[src/rtl/cla_pkg.sv]
// Shared definitions for the pipelined carry-lookahead adder: group G/P type,
// group-count helpers and the parameter legality check used at elaboration.
package cla_pkg;

    typedef struct packed {
        logic g;
        logic p;
    } gp_t;

    function automatic int NBLK_F(input int width, input int block);
        return width / block;
    endfunction

    function automatic int GPS_F(input int width, input int block, input int stages);
        return (width / block) / stages;
    endfunction

    function automatic bit cfg_ok(input int width, input int block, input int stages);
        if (block < 1 || stages < 1 || width < block) return 1'b0;
        if ((width % block) != 0) return 1'b0;
        return (NBLK_F(width, block) % stages) == 0;
    endfunction

endpackage

[src/rtl/cla_group.sv]
// One BLOCK-bit lookahead group: local sum from a given carry-in, plus the
// group generate/propagate pair consumed by the stage-level lookahead.
module cla_group
    import cla_pkg::*;
#(
    parameter int BLOCK = 4
) (
    input  logic [BLOCK-1:0] a,
    input  logic [BLOCK-1:0] b,
    input  logic             ci,
    output logic [BLOCK-1:0] sum,
    output gp_t              gp
);

    logic [BLOCK-1:0] g_bit;
    logic [BLOCK-1:0] p_bit;
    logic             grp_g;

    assign g_bit = a & b;
    assign p_bit = a ^ b;

    // G/P must not depend on ci, otherwise the stage lookahead forms a loop
    always_comb begin : group_gp
        grp_g = 1'b0;
        for (int i = 0; i < BLOCK; i++) begin
            grp_g = g_bit[i] | (p_bit[i] & grp_g);
        end
    end

    assign gp = '{g: grp_g, p: &p_bit};

    always_comb begin : group_sum
        logic c;
        c   = ci;
        sum = '0;
        for (int i = 0; i < BLOCK; i++) begin
            sum[i] = p_bit[i] ^ c;
            c      = g_bit[i] | (p_bit[i] & c);
        end
    end

endmodule

[src/rtl/cla_pipe_adder.sv]
// Pipelined carry-lookahead adder with valid/ready on both sides and a global stall.
// Define CLA_PIPE_APPROX_LSB_EN to replace the APPROX_BITS LSBs with a|b (cin ignored).
module cla_pipe_adder
    import cla_pkg::*;
#(
    parameter int WIDTH       = 16,
    parameter int BLOCK       = 4,
    parameter int STAGES      = 2,
    parameter int APPROX_BITS = 4
) (
    input  logic             clk,
    input  logic             rst,
    input  logic             in_valid,
    output logic             in_ready,
    input  logic [WIDTH-1:0] a,
    input  logic [WIDTH-1:0] b,
    input  logic             cin,
    output logic             out_valid,
    input  logic             out_ready,
    output logic [WIDTH-1:0] sum,
    output logic             cout
);

    localparam int NBLK = NBLK_F(WIDTH, BLOCK);
    localparam int GPS  = GPS_F(WIDTH, BLOCK, STAGES);
    localparam int SW   = GPS * BLOCK;

    if (!cfg_ok(WIDTH, BLOCK, STAGES) || NBLK < STAGES) begin : g_bad_cfg
        $error("cla_pipe_adder: WIDTH must be a multiple of BLOCK and WIDTH/BLOCK a multiple of STAGES");
    end
    if (APPROX_BITS < 0 || APPROX_BITS > WIDTH) begin : g_bad_approx
        $error("cla_pipe_adder: APPROX_BITS must lie in 0..WIDTH");
    end

    logic             adv;
    logic [WIDTH-1:0] a_op;
    logic [WIDTH-1:0] b_op;
    logic             cin_op;

`ifdef CLA_PIPE_APPROX_LSB_EN
    localparam logic [WIDTH:0]   AMASK_W = ((WIDTH + 1)'(1) << APPROX_BITS) - (WIDTH + 1)'(1);
    localparam logic [WIDTH-1:0] AMASK   = AMASK_W[WIDTH-1:0];

    // a|b on the low bits with b zeroed there: the adder reproduces a|b and never carries out of them
    assign a_op   = a | (b & AMASK);
    assign b_op   = b & ~AMASK;
    assign cin_op = cin & 1'b0;
`else
    assign a_op   = a;
    assign b_op   = b;
    assign cin_op = cin;
`endif

    for (genvar s = 0; s < STAGES; s++) begin : g_stage
        localparam int LO   = s * SW;
        localparam int SUMW = LO + SW;
        localparam int SRCW = WIDTH - LO;
        localparam int REMW = WIDTH - SUMW;

        logic [SRCW-1:0] src_a;
        logic [SRCW-1:0] src_b;
        logic            c_in;
        logic            v_in;
        logic [SW-1:0]   s_new;
        logic [SUMW-1:0] sum_cat;
        logic [GPS-1:0]  g_v;
        logic [GPS-1:0]  p_v;
        logic [GPS:0]    cv;
        logic [SUMW-1:0] sum_d;
        logic [SUMW-1:0] sum_q;
        logic            c_d;
        logic            c_q;
        logic            vld_d;
        logic            vld_q;

        if (s == 0) begin : g_src
            assign src_a   = a_op;
            assign src_b   = b_op;
            assign c_in    = cin_op;
            assign v_in    = in_valid;
            assign sum_cat = s_new;
        end else begin : g_src
            assign src_a   = g_stage[s-1].g_rem.rem_a_q;
            assign src_b   = g_stage[s-1].g_rem.rem_b_q;
            assign c_in    = g_stage[s-1].c_q;
            assign v_in    = g_stage[s-1].vld_q;
            assign sum_cat = {s_new, g_stage[s-1].sum_q};
        end

        for (genvar j = 0; j < GPS; j++) begin : g_grp
            gp_t gp;

            cla_group #(.BLOCK(BLOCK)) u_grp (
                .a   (src_a[j*BLOCK +: BLOCK]),
                .b   (src_b[j*BLOCK +: BLOCK]),
                .ci  (cv[j]),
                .sum (s_new[j*BLOCK +: BLOCK]),
                .gp  (gp)
            );

            assign g_v[j] = gp.g;
            assign p_v[j] = gp.p;
        end

        // Flat lookahead: carry j is c_in propagated through groups 0..j-1, or a generate from any group below j
        always_comb begin : lookahead
            logic term;
            term = 1'b0;
            cv   = '0;
            for (int j = 0; j <= GPS; j++) begin
                term = c_in;
                for (int m = 0; m < j; m++) term = term & p_v[m];
                cv[j] = term;
                for (int k = 0; k < j; k++) begin
                    term = g_v[k];
                    for (int m = k + 1; m < j; m++) term = term & p_v[m];
                    cv[j] = cv[j] | term;
                end
            end
        end

        always_comb begin : stage_next
            vld_d = vld_q;
            c_d   = c_q;
            sum_d = sum_q;
            if (adv) begin
                vld_d = v_in;
                c_d   = cv[GPS];
                sum_d = sum_cat;
            end
        end

        // ---- stage s register boundary ----
        always_ff @(posedge clk) begin : stage_regs
            if (rst) begin
                vld_q <= 1'b0;
                c_q   <= 1'b0;
                sum_q <= '0;
            end else begin
                vld_q <= vld_d;
                c_q   <= c_d;
                sum_q <= sum_d;
            end
        end

        if (REMW > 0) begin : g_rem
            logic [REMW-1:0] rem_a_d;
            logic [REMW-1:0] rem_a_q;
            logic [REMW-1:0] rem_b_d;
            logic [REMW-1:0] rem_b_q;

            always_comb begin : rem_next
                rem_a_d = rem_a_q;
                rem_b_d = rem_b_q;
                if (adv) begin
                    rem_a_d = src_a[SRCW-1:SW];
                    rem_b_d = src_b[SRCW-1:SW];
                end
            end

            // Pending operand bits carry no state of their own, so they skip reset
            always_ff @(posedge clk) begin : rem_regs
                rem_a_q <= rem_a_d;
                rem_b_q <= rem_b_d;
            end
        end
    end

    assign out_valid = g_stage[STAGES-1].vld_q;
    assign sum       = g_stage[STAGES-1].sum_q;
    assign cout      = g_stage[STAGES-1].c_q;
    assign adv       = !out_valid || out_ready;
    assign in_ready  = adv;

endmodule
[config.mk]
export PLATFORM = sky130hd
export DESIGN_NAME = cla_pipe_adder
export DESIGN_NICKNAME = d
export VERILOG_FILES = /design/src/rtl/cla_pkg.sv /design/src/rtl/cla_group.sv /design/src/rtl/cla_pipe_adder.sv
export SDC_FILE = /design/constraint.sdc
export NUM_CORES = 1
export LEC_CHECK = 0
export BUFFER_PORTS_ARGS = -buffer_cell sky130_fd_sc_hd__buf_2
export CORE_ASPECT_RATIO = 0.75
export CORE_MARGIN = 3
export CORE_UTILIZATION = 25
export DETAILED_ROUTE_END_ITERATION = 12
export GPL_ROUTABILITY_DRIVEN = 0
export MAX_ROUTING_LAYER = met4
export PLACE_DENSITY_LB_ADDON = 0.15
export SYNTH_ARGS = -nofsm -noshare
export SYNTH_HDL_FRONTEND = slang
export SYNTH_SLANG_ARGS = --single-unit
[constraint.sdc]
create_clock -name clk -period 3.6 [get_ports clk]
set_input_delay 0.72 -clock clk [delete_from_list [all_inputs] [get_ports clk]]
set_output_delay 0.72 -clock clk [all_outputs]
set_load 0.01 [all_outputs]
== Word-level counts from Yosys, hierarchy flattened ==
Index checks and enable logic that the tools add are counted.

* Flip-flop bits (word level): 44

* Bitwise operators: 84
* Reduce and logical (&&, ||, !) cells: 6

{| class="wikitable"
|+ Operators with widths
! cell !! number
|-
| $and 1x1->1 || 30
|-
| $or 1x1->1 || 30
|-
| $and 4x4->4 || 4
|-
| $reduce_and 4->1 || 4
|-
| $xor 1x1->1 || 16
|-
| $xor 4x4->4 || 4
|-
| $logic_not 1->1 || 1
|-
| $logic_or 1x1->1 || 1
|}

== Longest topological paths before layout ==
* Depth in word-level cells: 15
* Depth in mapped cells: 9

== By module ==
A second synthesis with hierarchy kept.

* Cells, all modules: 218
* Area total of the unflattened synthesis: 2210.9 sq um

{| class="wikitable"
|+ Modules (own cells, without submodules)
! module !! times used !! cells each !! area an instance (sq um) !! seq. area each (sq um)
|-
| cla_pipe_adder || 1 || 139 || 1524.0 || 1041.0
|-
| cla_group at g_stage[0].g_grp[0].u_grp ... || 3 || 20 || 171.4 || 0.0
|-
| cla_group at g_stage[1].g_grp[1].u_grp || 1 || 19 || 172.7 || 0.0
|}

== Least setup slack after synthesis ==
No wires, ideal clock.

* Path type: input port to flip-flop
* Start: in a[0]
* End: reg g_stage[0].sum_q[7]
* Setup time: 0.086 ns
* Arrival: 2.869 ns
* Required time: 3.514 ns
* Setup slack: 0.646 ns
* Stages: 9
* Path through: ha_1 a21o_1 a21oi_1 o21ai_0 fa_1 fa_1 fa_1 xnor2_1 a211oi_1

* Word-level cells in the longest chain between the ends: 15
* Elaborated cells between the ends (all ways): 18
* Classes of those cells: bitwise (17); reduce/logical (1)

{| class="wikitable"
|+ Ends and longest elaborated chain
! item !! line !! RTL
|-
| start, declared || cla_pipe_adder.sv:15 || <nowiki>input logic [WIDTH-1:0] a,</nowiki>
|-
| $and 4x4->4 || cla_group.sv:19 || <nowiki>assign g_bit = a & b;</nowiki>
|-
| $and 1x1->1 || cla_group.sv:26 || <nowiki>grp_g = g_bit[i] | (p_bit[i] & grp_g);</nowiki>
|-
| $or 1x1->1 || cla_group.sv:26 ||
|-
| $and 1x1->1 || cla_group.sv:26 ||
|-
| $or 1x1->1 || cla_group.sv:26 ||
|-
| $and 1x1->1 || cla_group.sv:26 ||
|-
| $or 1x1->1 || cla_group.sv:26 ||
|-
| $or 1x1->1 * || cla_pipe_adder.sv:117 || <nowiki>cv[j] = cv[j] | term;</nowiki>
|-
| $and 1x1->1 * || cla_group.sv:38 || <nowiki>c = g_bit[i] | (p_bit[i] & c);</nowiki>
|-
| $or 1x1->1 * || cla_group.sv:38 ||
|-
| $and 1x1->1 * || cla_group.sv:38 ||
|-
| $or 1x1->1 * || cla_group.sv:38 ||
|-
| $and 1x1->1 * || cla_group.sv:38 ||
|-
| $or 1x1->1 * || cla_group.sv:38 ||
|-
| $xor 1x1->1 * || cla_group.sv:37 || <nowiki>sum[i] = p_bit[i] ^ c;</nowiki>
|-
| end signal, assigned || cla_pipe_adder.sv:142 || <nowiki>sum_q <= sum_d;</nowiki>
|-
| end, declared || cla_pipe_adder.sv:70 || <nowiki>logic [SUMW-1:0] sum_q;</nowiki>
|}

Mark *: on every way between the ends. The rest lies on a longest branch, timed or not.
A chain may end at the register's enable or synchronous reset.

== Worst setup path in the final report ==
Same ends and word-level chain as after synthesis.

==> impl_metrics.xml <==
<?xml version="1.0" encoding="UTF-8"?>
<metrics>
  <group name="critical_path">
    <metric name="critical-path-top-delay-family" unit="">adder cells</metric>
    <metric name="crit_buf_inv" unit="">1</metric>
    <metric name="setup.worst_path.end_class" unit="">register</metric>
    <metric name="critPathMaxFanout" unit="">2</metric>
    <metric name="startpoint_type" unit="">input port</metric>
    <metric name="path_common_cell" unit="">sky130_fd_sc_hd__fa_1</metric>
    <metric name="crit_chain" unit="">buf_2 &gt; ha_1 &gt; a21o_1 &gt; a21oi_1 &gt; o21ai_0 &gt; fa_1 &gt; fa_1 &gt; fa_1 &gt; xnor2_1 &gt; a211oi_1</metric>
    <metric name="worst-setup-path-type" unit="">in -&gt; reg</metric>
    <metric name="critical-path-slowest-cell" unit="">sky130_fd_sc_hd__fa_1</metric>
    <metric name="critical_path.max_stage_delay" unit="ps">420</metric>
    <metric name="worst-endpoint-required" unit="ps">3810</metric>
    <metric name="arrival_time_reported_for_the_critical_path_endpoint" unit="ps">3110</metric>
  </group>
  <group name="finish">
    <metric name="finish.instance_area" unit="um2">2596</metric>
    <metric name="share_of_the_core_filled_with_cells" unit="%">32.36</metric>
    <metric name="num_antenna_cells" unit="">0</metric>
    <metric name="area_growth_syn_to_layout" unit="%">23.95</metric>
    <metric name="design.final.nets" unit="">312</metric>
    <metric name="final_layout_size_suffix_gt1_share" unit="%">27.82</metric>
  </group>
  <group name="global_routing">
    <metric name="global_route_wire_length_before_repair" unit="um">7486</metric>
    <metric name="antenna_found_initial" unit="">0</metric>
    <metric name="global_route.usage.total" unit="%">10.22</metric>
    <metric name="grt_overflow" unit="">0</metric>
    <metric name="grt_max_degree" unit="">50</metric>
    <metric name="number_of_global_route_vias_before_repair" unit="">1482</metric>
  </group>
  <group name="die">
    <metric name="die-area" unit="um2">9524</metric>
    <metric name="pin_count" unit="">56</metric>
    <metric name="placementRows" unit="">28</metric>
    <metric name="die_h" unit="um">85.27</metric>
    <metric name="start_util" unit="%">26.11</metric>
    <metric name="design.core.area" unit="um2">8023</metric>
    <metric name="die_width" unit="um">111.7</metric>
  </group>
  <group name="route">
    <metric name="drc_violation_count_after_routing" unit="">0</metric>
    <metric name="detail_route.first_pass.iterations" unit="">6</metric>
    <metric name="ant_nets" unit="">0</metric>
    <metric name="routed_wl" unit="um">4522</metric>
    <metric name="routed_via_density" unit="">4.116</metric>
    <metric name="drt-initial-drc-count" unit="">50</metric>
    <metric name="avgRoutedWirePerCell" unit="um">12.81</metric>
    <metric name="via_count" unit="">1453</metric>
  </group>
  <group name="timing">
    <metric name="totalNegativeSetupSlack" unit="ps">0</metric>
    <metric name="layout_min_cycle_time" unit="ps">2893</metric>
    <metric name="timing.final.setup_violations" unit="">0</metric>
    <metric name="finalCritPeriodShare" unit="%">80.36</metric>
    <metric name="fmax" unit="GHz">0.3457</metric>
    <metric name="finalClockSkew" unit="ps">8.586</metric>
    <metric name="report.final.hold_viol_count" unit="">0</metric>
    <metric name="finalMaxSlewViolations" unit="">0</metric>
    <metric name="slew_worst_pin" unit="ps">596.7</metric>
    <metric name="maxSlewHeadroom" unit="%">60.22</metric>
    <metric name="worst_case_hold_slack" unit="ps">448.7</metric>
    <metric name="unrepaired_setup_endpoints_after_global_routing" unit="">no</metric>
  </group>
  <group name="synthesis">
    <metric name="synth_seq_area_share" unit="%">49.70</metric>
    <metric name="avgSynthCellArea" unit="um2">10.97</metric>
    <metric name="synth_area" unit="um2">2095</metric>
    <metric name="synth-seq-cells" unit="">44</metric>
    <metric name="synth_top_area_share" unit="%">26.76</metric>
    <metric name="synthesis.instances" unit="">191</metric>
    <metric name="async_sr_flop_fraction" unit="%">0</metric>
    <metric name="number_of_enable_type_register_cells_in_the_synthesized_netlist" unit="">16</metric>
    <metric name="synth_top_area_cell" unit="">sky130_fd_sc_hd__dfxtp_1</metric>
    <metric name="post_synthesis_net_count" unit="">256</metric>
    <metric name="yosys_warnings" unit="">0</metric>
    <metric name="ys_dominant_reg_cell" unit="">sky130_fd_sc_hd__dfxtp_1</metric>
    <metric name="synth_cell_types" unit="">27</metric>
    <metric name="synth.top_cells.by_area" unit="">sky130_fd_sc_hd__dfxtp_1 (27%), sky130_fd_sc_hd__edfxtp_1 (23%), sky130_fd_sc_hd__fa_1 (11%), sky130_fd_sc_hd__ha_1 (9.6%), sky130_fd_sc_hd__nand2_1 (7.0%)</metric>
  </group>
  <group name="power">
    <metric name="power_density" unit="nW/um2">474.3</metric>
    <metric name="vdd.ir_drop.worst" unit="mV">0.1784</metric>
    <metric name="power.leakage" unit="nW">1.175</metric>
  </group>
  <group name="job">
    <metric name="maxCapViolations" unit="">0</metric>
  </group>
  <group name="placed_design">
    <metric name="place.port_buffers" unit="">55</metric>
    <metric name="detailedPlacementHpwl" unit="um">3343</metric>
    <metric name="dpl_cell_area" unit="um2">2469</metric>
  </group>
  <group name="clock_tree">
    <metric name="root_buffer" unit="">sky130_fd_sc_hd__clkbuf_8</metric>
    <metric name="post_cts_hold_buffer_count" unit="">0</metric>
    <metric name="sinks_on_clock_net" unit="">44</metric>
    <metric name="number_of_cts_inserted_buffers" unit="">5</metric>
    <metric name="skew_pair_late_insertion_delay" unit="ps">290</metric>
    <metric name="cts-resized-gates" unit="">0</metric>
    <metric name="tritoncts_clock_tree" unit="">yes</metric>
    <metric name="post_cts.repair.setup_buffers" unit="">0</metric>
    <metric name="cts.path.max_buffers" unit="">2</metric>
    <metric name="cts.reportedPaths.clkPinSlew" unit="ps">90</metric>
    <metric name="ctsHtreeMaxLevel" unit="">2</metric>
  </group>
  <group name="status">
    <metric name="outcome" unit="">finished clean</metric>
  </group>
  <group name="min_path">
    <metric name="min-delay-path-class" unit="">reg -&gt; reg</metric>
  </group>
</metrics>
==> path summary, 6_finish.rpt <==
kind | slack, ps | cells after the start | start | to
setup reg to reg | 860 | 8 | g_stage[0].g_rem.rem_a_q[0]$_DFFE_PP_ | sum[15]$_SDFFE_PP0P_
hold reg to reg | 450 | 2 | sum[6]$_SDFFE_PP0P_ | sum[6]$_SDFFE_PP0P_
hold / removal | 450 | 2 | sum[6]$_SDFFE_PP0P_ | sum[6]$_SDFFE_PP0P_
setup / recovery | 710 | 10 | a[0] | g_stage[0].sum_q[7]$_SDFFE_PP0P_
==> kinds of logic (layout without fill, tap and decap cells) <==
family / count (synthesis) / after routing / share of synthesized area, %
AOI/OAI and AO/OA: 43 / 43 / 13.02
DFF: 44 / 44 / 49.70
buffers and inverters: 21 / 78 / 4.719
and+or+nand+nor: 51 / 51 / 9.857
xor gates and xnor gates: 4 / 4 / 1.672
adders and majority gates: 28 / 28 / 21.03
==> registers in the layout, summed over array words and instances (netlist names) <==
signal / flops
g_stage.c_q: 1
cout: 1
g_stage.sum_q: 8
g_stage.g_rem.rem_b_q: 8
g_stage.vld_q: 1
sum: 16
g_stage.g_rem.rem_a_q: 8
out_valid: 1
==> synth_stat cells, types with 2 or more instances <==
cell type / instances
sky130_fd_sc_hd__nand3_1: 2
sky130_fd_sc_hd__buf_2: 5
sky130_fd_sc_hd__dfxtp_1: 28
sky130_fd_sc_hd__edfxtp_1: 16
sky130_fd_sc_hd__a211oi_2: 3
sky130_fd_sc_hd__a211oi_1: 5
sky130_fd_sc_hd__inv_1: 12
sky130_fd_sc_hd__nand2_1: 39
sky130_fd_sc_hd__a21oi_1: 25
sky130_fd_sc_hd__xnor2_1: 4
sky130_fd_sc_hd__ha_1: 16
sky130_fd_sc_hd__fa_1: 12
sky130_fd_sc_hd__a21o_1: 2
sky130_fd_sc_hd__o21ai_0: 2
sky130_fd_sc_hd__nor2_1: 8
==> layer usage <==
metal	track usage, %	vias up	share of wire (%)
met5	-	-	0
met4	2.320	0	0.75
met3	3.350	5	5.7
met2	13.76	34	40
met1	14.73	656	53
li1	-	758	-
==> tightest hold or removal path, delay by kind of cell, from the launching register on <==
kind            cells  cell delay (ps)
simple gates        1               50
flops               1              310
compound gates      1               50
==> cell usage in the layout, fill, tap and decap left out, drive strengths merged, types with 2 or more instances in the layout <==
| cell type | netlist | routed |
|---|---|---|
| a211oi | 8 | 8 |
| dfxtp | 28 | 28 |
| fa | 12 | 12 |
| nand3 | 2 | 2 |
| edfxtp | 16 | 16 |
| inv | 13 | 13 |
| xnor2 | 4 | 4 |
| a21oi | 25 | 25 |
| nand2 | 39 | 39 |
| ha | 16 | 16 |
| buf | 8 | 57 |
| clkbuf | 0 | 7 |
| o21ai | 3 | 3 |
| a21o | 2 | 2 |
| nor2 | 8 | 8 |
==> through the flow <==
stage	cells	total power [W]	setup slack, ps
floorplan	191	0.0007352	645.9
global placement	345	0.0008234	407.4
detailed placement	345	0.0008231	381.9
CTS	353	0.001254	697.6
global route	353	0.001314	488.3
finish	353	0.001231	707.1
==> report_power, final <==
| part | internal, W | switching (W) |
|---|---|---|
| combinational | 0.000101 | 0.000115 |
| sequential | 0.000566 | 0.0000256 |
| clock | 0.000250 | 0.000174 |
| total | 0.000916 | 0.000315 |
==> layout make-up <==
cell class              instances  area, um2
clock buffers                   7      97.59
clock inverters                 1      30.03
fillers                       844       5426
inverters                      13      51.30
multi-input cells             126      954.7
flip-flops and latches         44       1041
well taps                     105      131.4
repair buffers                 57      290.3
(Power assumes the default switching activity.)
